File: src/rtl/ctrl_pkg.sv
// Shared encodings for the multicycle RV32I control FSM.
// States, opcodes and datapath select values.
package ctrl_pkg;

  typedef enum logic [3:0] {
    S_IDLE,
    S_FETCH,
    S_DECODE,
    S_MEMADR,
    S_MEMREAD,
    S_MEMWB,
    S_MEMWRITE,
    S_EXECR,
    S_EXECI,
    S_ALUWB,
    S_BEQ,
    S_JAL,
    S_LUI,
    S_TRAP
  } state_t;

  localparam logic [6:0] OP_LW  = 7'b0000011;
  localparam logic [6:0] OP_SW  = 7'b0100011;
  localparam logic [6:0] OP_R   = 7'b0110011;
  localparam logic [6:0] OP_I   = 7'b0010011;
  localparam logic [6:0] OP_BEQ = 7'b1100011;
  localparam logic [6:0] OP_JAL = 7'b1101111;
  localparam logic [6:0] OP_LUI = 7'b0110111;

  localparam logic [2:0] ALU_ADD = 3'b000;
  localparam logic [2:0] ALU_SUB = 3'b001;
  localparam logic [2:0] ALU_AND = 3'b010;
  localparam logic [2:0] ALU_OR  = 3'b011;
  localparam logic [2:0] ALU_SLT = 3'b101;

  localparam logic [1:0] ALUOP_ADD   = 2'b00;
  localparam logic [1:0] ALUOP_SUB   = 2'b01;
  localparam logic [1:0] ALUOP_FUNCT = 2'b10;

  localparam logic [2:0] IMM_I = 3'b000;
  localparam logic [2:0] IMM_S = 3'b001;
  localparam logic [2:0] IMM_B = 3'b101;
  localparam logic [2:0] IMM_U = 3'b010;
  localparam logic [2:0] IMM_J = 3'b110;

  localparam logic [1:0] RES_ALUOUT = 2'b00;
  localparam logic [1:0] RES_DATA   = 2'b01;
  localparam logic [1:0] RES_ALU    = 2'b10;

  localparam logic [1:0] SRCA_PC    = 2'b00;
  localparam logic [1:0] SRCA_OLDPC = 2'b01;
  localparam logic [1:0] SRCA_RS1   = 2'b10;
  localparam logic [1:0] SRCA_ZERO  = 2'b11;

  localparam logic [1:0] SRCB_RS2  = 2'b00;
  localparam logic [1:0] SRCB_IMM  = 2'b01;
  localparam logic [1:0] SRCB_FOUR = 2'b10;

  function automatic logic [2:0] imm_sel(input logic [6:0] op);
    logic [2:0] sel;
    sel = IMM_I;
    case (op)
      OP_SW:   sel = IMM_S;
      OP_BEQ:  sel = IMM_B;
      OP_LUI:  sel = IMM_U;
      OP_JAL:  sel = IMM_J;
      default: sel = IMM_I;
    endcase
    return sel;
  endfunction

endpackage

File: src/rtl/multicycle_ctrl_alu_decoder.sv
// ALU control decode from ALUOp and the instruction
// function fields.
module alu_decoder
  import ctrl_pkg::*;
(
  input  logic [1:0] alu_op,
  input  logic [2:0] funct3,
  input  logic       funct7b5,
  input  logic       op5,
  output logic [2:0] alu_control
);

  always_comb begin
    alu_control = ALU_ADD;
    case (alu_op)
      ALUOP_SUB: alu_control = ALU_SUB;
      ALUOP_FUNCT: begin
        case (funct3)
          3'b000: begin
            // funct7b5 only means sub for R-type
            if (op5 && funct7b5)
              alu_control = ALU_SUB;
            else
              alu_control = ALU_ADD;
          end
          3'b010:  alu_control = ALU_SLT;
          3'b110:  alu_control = ALU_OR;
          3'b111:  alu_control = ALU_AND;
          default: alu_control = ALU_ADD;
        endcase
      end
      default: alu_control = ALU_ADD;
    endcase
  end

endmodule

File: src/rtl/multicycle_ctrl.sv
// Multicycle RV32I control FSM for the shared datapath.
// ILLEGAL_OP_TRAP_EN: illegal opcodes trap instead of NOP.
module multicycle_ctrl
  import ctrl_pkg::*;
#(
  parameter int RESET_IDLE_CYCLES = 1
) (
  input  logic       clk,
  input  logic       rst_n,
  input  logic [6:0] op,
  input  logic [2:0] funct3,
  input  logic       funct7b5,
  input  logic       Zero,
  input  logic       MemReady,
  output logic       MemReq,
  output logic       MemWrite,
  output logic       AdrSrc,
  output logic       IRWrite,
  output logic       PCWrite,
  output logic       RegWrite,
  output logic [1:0] ResultSrc,
  output logic [1:0] ALUSrcA,
  output logic [1:0] ALUSrcB,
  output logic [2:0] ALUControl,
  output logic [2:0] ImmSrc,
  output logic       IllegalOp
);

  localparam logic [3:0] IDLE_LAST =
    4'(RESET_IDLE_CYCLES - 1);

  state_t     state;
  state_t     next;
  logic [3:0] idle_cnt;
  logic [1:0] alu_op;
  logic       pc_update;
  logic       branch;

  always_ff @(posedge clk or negedge rst_n) begin
    if (!rst_n) begin
      state    <= S_IDLE;
      idle_cnt <= 4'd0;
    end else begin
      state <= next;
      if (state == S_IDLE)
        idle_cnt <= idle_cnt + 4'd1;
    end
  end

  always_comb begin
    next      = state;
    MemReq    = 1'b0;
    MemWrite  = 1'b0;
    AdrSrc    = 1'b0;
    IRWrite   = 1'b0;
    RegWrite  = 1'b0;
    ResultSrc = RES_ALUOUT;
    ALUSrcA   = SRCA_PC;
    ALUSrcB   = SRCB_RS2;
    alu_op    = ALUOP_ADD;
    pc_update = 1'b0;
    branch    = 1'b0;
    unique case (state)
      S_IDLE: begin
        if (idle_cnt == IDLE_LAST)
          next = S_FETCH;
      end
      S_FETCH: begin
        MemReq    = 1'b1;
        ALUSrcB   = SRCB_FOUR;
        ResultSrc = RES_ALU;
        if (MemReady) begin
          IRWrite   = 1'b1;
          pc_update = 1'b1;
          next      = S_DECODE;
        end
      end
      S_DECODE: begin
        ALUSrcA = SRCA_OLDPC;
        ALUSrcB = SRCB_IMM;
        case (op)
          OP_LW, OP_SW: next = S_MEMADR;
          OP_R:         next = S_EXECR;
          OP_I:         next = S_EXECI;
          OP_BEQ:       next = S_BEQ;
          OP_JAL:       next = S_JAL;
          OP_LUI:       next = S_LUI;
`ifdef ILLEGAL_OP_TRAP_EN
          default:      next = S_TRAP;
`else
          default:      next = S_FETCH;
`endif
        endcase
      end
      S_MEMADR: begin
        ALUSrcA = SRCA_RS1;
        ALUSrcB = SRCB_IMM;
        next    = op[5] ? S_MEMWRITE : S_MEMREAD;
      end
      S_MEMREAD: begin
        MemReq = 1'b1;
        AdrSrc = 1'b1;
        if (MemReady)
          next = S_MEMWB;
      end
      S_MEMWB: begin
        ResultSrc = RES_DATA;
        RegWrite  = 1'b1;
        next      = S_FETCH;
      end
      S_MEMWRITE: begin
        MemReq   = 1'b1;
        MemWrite = 1'b1;
        AdrSrc   = 1'b1;
        if (MemReady)
          next = S_FETCH;
      end
      S_EXECR: begin
        ALUSrcA = SRCA_RS1;
        alu_op  = ALUOP_FUNCT;
        next    = S_ALUWB;
      end
      S_EXECI: begin
        ALUSrcA = SRCA_RS1;
        ALUSrcB = SRCB_IMM;
        alu_op  = ALUOP_FUNCT;
        next    = S_ALUWB;
      end
      S_ALUWB: begin
        RegWrite = 1'b1;
        next     = S_FETCH;
      end
      S_BEQ: begin
        ALUSrcA = SRCA_RS1;
        alu_op  = ALUOP_SUB;
        branch  = 1'b1;
        next    = S_FETCH;
      end
      S_JAL: begin
        ALUSrcA   = SRCA_OLDPC;
        ALUSrcB   = SRCB_FOUR;
        pc_update = 1'b1;
        next      = S_ALUWB;
      end
      S_LUI: begin
        ALUSrcA = SRCA_ZERO;
        ALUSrcB = SRCB_IMM;
        next    = S_ALUWB;
      end
      S_TRAP: begin
        next = S_TRAP;
      end
      default: next = S_IDLE;
    endcase
  end

  assign PCWrite = pc_update | (branch & Zero);
  assign ImmSrc  = (state == S_IDLE) ? IMM_I
                                     : imm_sel(op);

`ifdef ILLEGAL_OP_TRAP_EN
  assign IllegalOp = (state == S_TRAP);
`else
  assign IllegalOp = 1'b0;
`endif

  alu_decoder u_alu_decoder (
    .alu_op      (alu_op),
    .funct3      (funct3),
    .funct7b5    (funct7b5),
    .op5         (op[5]),
    .alu_control (ALUControl)
  );

endmodule
File: config.mk
export PLATFORM = sky130hd
export DESIGN_NAME = multicycle_ctrl
export DESIGN_NICKNAME = d
export VERILOG_FILES = /design/src/rtl/ctrl_pkg.sv /design/src/rtl/multicycle_ctrl_alu_decoder.sv /design/src/rtl/multicycle_ctrl.sv
export SDC_FILE = /design/constraint.sdc
export NUM_CORES = 1
export LEC_CHECK = 0
export CELL_PAD_IN_SITES_DETAIL_PLACEMENT = 0
export CELL_PAD_IN_SITES_GLOBAL_PLACEMENT = 1
export CORE_ASPECT_RATIO = 0.7
export CORE_MARGIN = 5
export CORE_UTILIZATION = 30
export DETAILED_ROUTE_END_ITERATION = 7
export HOLD_SLACK_MARGIN = 0.02
export PLACE_DENSITY = 0.8
export SYNTH_ARGS = -nofsm -noshare
export SYNTH_HDL_FRONTEND = slang
export SYNTH_SLANG_ARGS = --single-unit
export TNS_END_PERCENT = 10
File: constraint.sdc
create_clock -name clk -period 2.7 [get_ports clk]
set_input_delay 0.54 -clock clk [delete_from_list [all_inputs] [get_ports clk]]
set_output_delay 0.54 -clock clk [all_outputs]
set_load 0.01 [all_outputs]
; After elaboration in Yosys (flattened, before gate mapping)
; Cells that the tools add are included.
[word_totals]
regBits = 8
in_bits = 15
[classes]
reduce_logical = 16
n_addsub = 1
eq_ne = 29
bitwise = 2
n_mux = 24
[op_table]
columns = op, count
row1 = 4-bit one-hot mux with 9 select lines, 1
row2 = "4-bit equality test, second input constant", 6
row3 = 3-bit one-hot mux with 4 select lines, 2
row4 = 4-bit one-hot mux with 6 select lines, 1
row5 = "7-bit by 6-bit equality test with 1-bit output, second input constant", 3
row6 = "4-bit by 3-bit equality test with 1-bit output, second input constant", 4
row7 = 4-bit two-way mux, 4
row8 = "7-bit equality test, second input constant", 2
row9 = 2-bit one-hot mux with 2 select lines, 3
row10 = 2-bit OR reduction, 6
row11 = 4-bit OR reduction, 3
row12 = "4-bit by 2-bit equality test with 1-bit output, second input constant", 2
row13 = 4-bit logical NOT, 2
row14 = 1-bit two-way mux, 8
row15 = "2-bit != test, second input constant", 4
row16 = "7-bit by 2-bit equality test with 1-bit output, second input constant", 1
row17 = "7-bit by 5-bit equality test with 1-bit output, second input constant", 1
row18 = "3-bit equality test, second input constant", 2
row19 = 2-bit one-hot mux with 3 select lines, 1
row20 = 3-bit one-hot mux with 2 select lines, 1
row21 = 3-bit OR reduction, 2
row22 = "4-bit by 1-bit adder with 4-bit output, second input constant", 1
row23 = "4-bit by 1-bit equality test with 1-bit output, second input constant", 1
row24 = 4-bit AND reduction, 1
row25 = other kinds (10), 10

; Longest topological paths before layout
; Gate-level depths: netlist (run 1).
[logic_depth]
ltp_word = 5
ltp_mapped = 9

; Modules after synthesis
; From an unflattened synthesis (run 1), not the netlist that was laid out.
[unflattened]
cells_unflattened = 129
hier_area_um2 = 1003.5
[modules_own_cells]
columns = mod, area_per_inst_um2, n_inst, cells_each
row1 = multicycle_ctrl, 907.1, 1, 118
row2 = alu_decoder, 96.3, 1, 11

; Worst setup path before layout (run 1)
; OpenSTA, ideal clock, no wires.
[synth_path]
path_kind = register -> output
startpoint = register state[1]
endpoint = output port ALUControl[2]
stages_incl_launch_ff = 10
arrival_time_ps = 1609
setup_slack_ps = 551
path_buffers = 2
required_time_ps = 2160
cell_sequence = dfrtp_1 -> buf_2 -> buf_2 -> nor2_1 -> nand2_1 -> o22ai_1 -> ha_1 -> inv_1 -> nand4_1 -> nor2_1
[synth_between]
elab_chain_cells = 5
elab_cells_between_ends = 8
classes_between = eq/ne: 5 / mux: 2 / reduce/logical: 1
[synth_lines]
columns = element, line
row1 = from (decl), multicycle_ctrl.sv:32  ; state_t state;
row2 = from (signal assigned), multicycle_ctrl.sv:44  ; state <= next;
row3 = 4-bit equality test or 4-bit by 3-bit equality test with 1-bit output (tied branches), multicycle_ctrl.sv:63  ; unique case (state)
row4 = 2-bit OR reduction (no line), n/a
row5 = 2-bit one-hot mux with 2 select lines (*), multicycle_ctrl.sv:63
row6 = 2-bit equality test or 2-bit by 1-bit equality test with 1-bit output (tied branches), multicycle_ctrl_alu_decoder.sv:15  ; case (alu_op)
row7 = 3-bit one-hot mux with 2 select lines (*), multicycle_ctrl_alu_decoder.sv:15
row8 = to (decl), multicycle_ctrl.sv:24  ; output logic [2:0] ALUControl,
; Mark *: on every way between the ends. The rest lies on a longest branch, timed or not.

; Worst setup path in the final report (run 1)
[layout_path]
startpoint = input port op[3]
endpoint = output port ImmSrc[0]
[layout_between]
elab_chain_cells = 3
elab_cells_between_ends = 6
classes_between = eq/ne: 4 / mux: 2
[layout_lines]
columns = element, line
row1 = from (decl), multicycle_ctrl.sv:10  ; input logic [6:0] op,
row2 = 7-bit equality test or 7-bit by 6-bit equality test with 1-bit output (tied branches), ctrl_pkg.sv:62  ; case (op)
row3 = 3-bit one-hot mux with 4 select lines (*), ctrl_pkg.sv:62
row4 = 3-bit two-way mux (*), multicycle_ctrl.sv:158  ; assign ImmSrc = (state == S_IDLE) ? IMM_I
row5 = to (decl), multicycle_ctrl.sv:25  ; output logic [2:0] ImmSrc,
; Marked as above.

==> out/results.ini, run 1 <==
[pwr]
worst_ir_drop_vdd_uv = 244
sequential_share_of_power_pct = 19.9
cellPowerDensity_mw_per_mm2 = 850
power_frac_comb_pct = 68.5
leakagePower_nw = 0.619
power.net_switching_w = 0.000532
sw_frac_of_total_pct = 43.3
internal_power_w = 0.000696
share_clk_of_total_power_pct = 11.5

[placement]
io_buffers = 32
gp_routability_congestion = 0.785
detailedPlacementHpwl_um = 2150

[global_routing]
first_pass_grt_wire_length_um = 4420
antenna_found_initial = 0
combined_global_route_utilization_of_all_metal_layers_pct = 12.2
first_global_vias = 1001
maximum_number_of_pins_on_one_net_before_global_route_repair = 18
residual_overflow_from_global_routing = 0

[clock_tree]
tritoncts = done
post-cts-setup-buffer-count = 0
cts_sinks = 8
ctsLongestPathBuffers = 2
number_of_clock_buffers_inserted_by_tritoncts = 3
htree_levels = 1
cts.reportedPaths.clkPinSlew_ps = 40
cts_hold_repair.buffers = 0
worst_skew_pair.late_latency_ps = 230
root_buffer = clkbuf_8

[logic_synthesis]
synthesis.yosys.warnings = 0
fraction_of_registers_with_async_set_or_reset_after_synthesis_pct = 100
synth-seq-cells = 8
synth_area_leaders = dfrtp_1 (21%), ha_1 (5.2%), nand2_1 (5.0%)
ys.flop_type = dfrtp_1
synthesis.instances = 126
post_syn_nets = 145
synth.lib_cells_used.distinct = 50
synthTopCellsByCount = nand2_1 (13), nor2_1 (10), o21ai_0 (9)
synth-edff-count = 0
syn-mean-instance-area_sq_um = 7.68
yosysTopAreaCellShare_pct = 20.7
synthesis.area_sq_um = 967
synth.yosys.seq_area_share_pct = 20.7
yosysMostFrequentCell = nand2_1
synth_top_area_cell = dfrtp_1

[finish]
finalCoreUtilization_pct = 46.2
design.final.nets = 183
syn_to_final_growth_pct = 49.3
antenna-diode-count = 0
post_route_cells_drive_above_1_share_pct = 18.5
layout.filler_cells = 311

[floorplan]
placeableCoreArea_sq_mm = 0.00313
initial_core_utilization_pct = 30.9
die_h_um = 57.5
rows = 17
die_area_sq_mm = 0.00448
die_w_um = 77.9
ioPinCount = 34

[detailed_routing]
detailroute.via_count = 1093
drt.antenna.violating_nets = 0
post-route-drc-count = 0
routed_wl_um = 2900
routedWlPerCell_um = 14.5
route.detailed.vias_per_inst = 5.47
detail_route.iter0.violations = 110
drtPass1Iterations = 4

[worst_setup_path]
critical_path_end_type = primary output
crit_arrival_ps = 2030
criticalPathCategory = in2out
crit_path_start_kind = primary input
crit_fanout = 5
required_ps = 2160

[timing]
finalSetupTns_ps = 0
max_clock_freq_ghz = 0.389
timing.final.crit_period_ps = 2570
finalSetupViolations = 0
grt_setup_unrepaired = false
finalHoldViolations = 0
timing.clock.skew_ps = 1.33
finalCritPeriodShare_pct = 95.2
timing.final.max_slew_violations = 0
hold_slack_ps = 474

[hold_path]
timing.hold.worst.class = reg2reg

[outcome]
outcome = finished, final reports clean

[run]
cap_violations = 0

## state kept, by name (all words and copies together) (netlist names)
| name | count |
|---|---|
| state | 4 |
| idle_cnt | 4 |
## path summary, 6_finish.rpt
path | start | slack [ps] | endpoint | cells past startpoint
min reg2reg | idle_cnt[3] | 470 | idle_cnt[3] | 1
min in group asynchronous | rst_n | 600 | state[0] | 1
max reg2reg | state[3] | 1070 | idle_cnt[3] | 5
max in group asynchronous | rst_n | 1810 | state[2] | 1
min | idle_cnt[3] | 470 | idle_cnt[3] | 1
max | op[3] | 130 | ImmSrc[0] | 4
## per-stage QoR
stage          cell area (sq um)  std cells  total power (W)  setup slack, ps
2_1_floorplan                967        126         0.000734              551
3_3_place_gp                1360        197          0.00102              108
3_5_place_dp                1360        197          0.00105             83.5
4_1_cts                     1410        200          0.00120             5.37
5_1_grt                     1440        200          0.00132             19.3
6_report                    1440        200          0.00123              130
## placed cells by master, fill, tap and decap left out, types with 2 or more instances in the layout
cell type        instances
a21oi_1                  5
and3_1                   3
buf_4                   12
clkbuf_8                 3
clkdlybuf4s50_1         29
dfrtp_1                  7
dlymetal6s2s_1           3
ha_1                     4
inv_1                    6
nand2_1                 12
nand2b_1                 4
nand3_1                  2
nand4_1                  4
nor2_1                   9
nor2b_1                  2
nor3b_1                  3
o211ai_1                 2
o21ai_0                  9
o21bai_1                 2
or2_2                    2
xnor2_1                  4
## layout make-up
type                    count  area [sq um]  area share [%]
repair buffers             44           418            28.9
well taps                  38          47.5            3.29
multi-input cells         100           709            49.1
clock buffers               3          41.3            2.86
flip-flops and latches      8           201            14.0
inverters                   7          26.3            1.82
## cells by family after synthesis
family                     count (synthesis)  synth area share [%]
muxes                                      2                  2.20
and+or+nand+nor                           57                  35.6
other                                      1                 0.388
xor gates and xnor gates                   5                  4.53
buffers and inverters                     18                  9.83
adders and majority gates                  4                  5.17
DFF                                        8                  20.7
AOI/OAI and AO/OA                         31                  21.6
## routing by layer
metal  GRT usage (%)  vias to the layer above  part of all wire, %
met4            7.11                        0                  1.5
met2            19.1                       44                   49
met5               0                        -                    0
met1            15.9                      520                   42
met3            1.58                        5                  7.9
li1                -                      524                    -
## repair_timing
action,CTS,global route
resized for setup,2,10
pin swaps,0,1
endpoints found under the setup margin,2,6
hold endpoints to repair,0,0
## critical path: stages
cell	delay (ps)
clkdlybuf4s50_1	480
nor2_1	190
nor4b_2	240
clkdlybuf4s50_1	580
## power by group through the flow
stage,Clock (W),Combinational [W],Sequential [W]
finish,0.000141,0.000841,0.000245
global route,0.000157,0.000916,0.000251
CTS,0.000145,0.000825,0.000232
detailed placement,0,0.000814,0.000232
global placement,0,0.000796,0.000227
floorplan,0,0.000525,0.000209
Power figures use the tool's default switching activity.
==> inputs of run 2 (changes only) <==
Settings changed: GPL_TIMING_DRIVEN set to 0, RECOVER_POWER set to 50.
==> out/results.ini, run 2 (same netlist as run 1, synthesis figures left out) <==
[timing]
finalSetupTns_ps = 0  ; unchanged
timing.final.max_slew_violations = 0  ; unchanged
finalCritPeriodShare_pct = 98.2  ; +3.0 points
grt_setup_unrepaired = true
hold_slack_ps = 482  ; +8.09 ps
setup_slack_of_the_critical_path_after_layout_ps = 49.3  ; -80.8 ps
max_clock_freq_ghz = 0.377  ; -3.0%
finalHoldViolations = 0  ; unchanged
timing.clock.skew_ps = 2.72  ; +1.39 ps
finalSetupViolations = 0  ; unchanged
timing.final.crit_period_ps = 2650  ; +80.8 ps

[pwr]
cellPowerDensity_mw_per_mm2 = 864  ; +1.7%
leakagePower_nw = 0.621  ; +0.36%
p_total_w = 0.00122  ; -0.54%
worst_ir_drop_vdd_uv = 251  ; +2.6%

[floorplan]
initial_core_utilization_pct = 30.9  ; unchanged
placeableCoreArea_sq_mm = 0.00313  ; unchanged
rows = 17  ; unchanged
die_w_um = 77.9  ; unchanged
die_h_um = 57.5  ; unchanged
die_area_sq_mm = 0.00448  ; unchanged
ioPinCount = 34  ; unchanged

[finish]
design.final.nets = 181  ; -1.1%
layout_commonest_cell = clkdlybuf4s50_1
multi_input_comb_area_sq_um = 701  ; -1.2%
register_area_sq_um = 200  ; -0.62%
largest_registers = idle_cnt (4), state (4)
layout.filler_cells = 312  ; +0.32%
post_route_cells_drive_above_1_share_pct = 18.8  ; +0.23 points
layout_common_cells = clkdlybuf4s50_1 (22), nand2_1 (12), nor2_1 (9), o21ai_0 (8), dfrtp_1 (8)
antenna-diode-count = 0  ; unchanged
syn_to_final_growth_pct = 46.1
finalCoreUtilization_pct = 45.2  ; -1.0 points

[global_routing]
antenna_found_initial = 0  ; unchanged
residual_overflow_from_global_routing = 0  ; unchanged
first_global_vias = 975  ; -2.6%
maximum_number_of_pins_on_one_net_before_global_route_repair = 11  ; -7
first_pass_grt_wire_length_um = 4310  ; -2.6%
combined_global_route_utilization_of_all_metal_layers_pct = 11.6  ; -0.53 points

[clock_tree]
worst_skew_pair.late_latency_ps = 230  ; about the same
number_of_clock_buffers_inserted_by_tritoncts = 3  ; unchanged
ctsLongestPathBuffers = 2  ; unchanged
cts.reportedPaths.clkPinSlew_ps = 40  ; about the same
cts_hold_repair.buffers = 0  ; unchanged
root_buffer = clkbuf_8
cts_sinks = 8  ; unchanged
htree_levels = 1  ; unchanged
tritoncts = done

[placement]
gp_routability_congestion = 0.817  ; +4.0%
io_buffers = 29  ; -9.4%
detailedPlacementHpwl_um = 2050  ; -4.6%
dp_worst_setup_slack_ps = -123  ; -206 ps

[detailed_routing]
route.detailed.vias_per_inst = 5.22  ; -4.4%
detail_route.iter0.violations = 109  ; -0.91%
detailroute.via_count = 1034  ; -5.4%
post-route-drc-count = 0  ; unchanged
drtPass1Iterations = 4  ; unchanged
routedWlPerCell_um = 13.4  ; -7.7%
routed_wl_um = 2650  ; -8.7%
drt.antenna.violating_nets = 0  ; unchanged

[worst_setup_path]
crit_arrival_ps = 2110  ; +80 ps
required_ps = 2160  ; about the same
critical_path_end_type = primary output
crit_fanout = 10  ; +5
crit_path_start_kind = flip-flop
criticalPathCategory = reg2out

[hold_path]
timing.hold.worst.class = reg2reg

[outcome]
outcome = finished, final reports clean

[run]
cap_violations = 0  ; unchanged

[run 2: changes by cell type in the layout (fill, tap and decap cells not counted), moves of 2 or more]
cell and delta:
dlygate4sd2_1 +2, nand2b_1 -2, buf_4 -5, clkbuf_2 +2, clkdlybuf4s50_1 -7, clkbuf_4 +2, buf_6 +3
[run 2: critical path, stage by stage (launching register included)]
cell,delay (ps)
dfrtp_1,380
buf_6,150
buf_4,170
nor2_2,100
nand2_2,100
o22ai_4,160
buf_4,130
inv_1,30
ha_1,160
a31oi_1,150
nor2_1,60
dlygate4sd2_1,280
[run 2: path summary, 6_finish.rpt]
check | slack (ps) | from | to | cells past startpoint
max in group asynchronous | 1770 | rst_n | idle_cnt[3] | 1
min reg2reg | 480 | idle_cnt[3] | idle_cnt[3] | 1
max reg2reg | 1240 | state[2] | state[2] | 5
min in group asynchronous | 660 | rst_n | state[2] | 1
max | 50 | state[0] | ALUControl[0] | 11
min | 480 | idle_cnt[3] | idle_cnt[3] | 1
[run 2: cell type report]
type                    count  share of cell area, %
multi-input cells         100                   49.6
repair buffers             31                   21.6
flip-flops and latches      8                   14.2
plain buffers              11                   6.47
well taps                  38                   3.37
clock buffers               3                   2.92
inverters                   7                   1.86
[run 2: what timing repair did]
| action | in CTS | in global routing |
|---|---|---|
| setup endpoints to repair | 3 | 5 |
| gates resized for setup | 8 | 15 |
| setup buffers | 1 | 1 |
| pin swaps | 1 | 1 |
[run 2: routing by layer]
layer  global-route usage, %  routed length, um  up-vias
met5                       0                  0        -
met4                    5.88                 34        0
li1                        -                  -      519
met1                    15.8               1310      488
met2                    18.0               1220       22
met3                    1.58                 83        5
[run 2: per-stage QoR]
| step | std cells | instance area, sq um |
|---|---|---|
| 6_report | 198 | 1410 |
| 3_5_place_dp | 193 | 1310 |
| 4_1_cts | 197 | 1370 |
| 3_3_place_gp | 193 | 1310 |
| 5_1_grt | 198 | 1410 |
| 2_1_floorplan | 126 | 967 |
[run 2: power breakdown]
group          internal (W)  switching (W)  total (W)
registers          0.000177      0.0000434   0.000220
clock network     0.0000967      0.0000480   0.000145
logic              0.000430       0.000426   0.000856
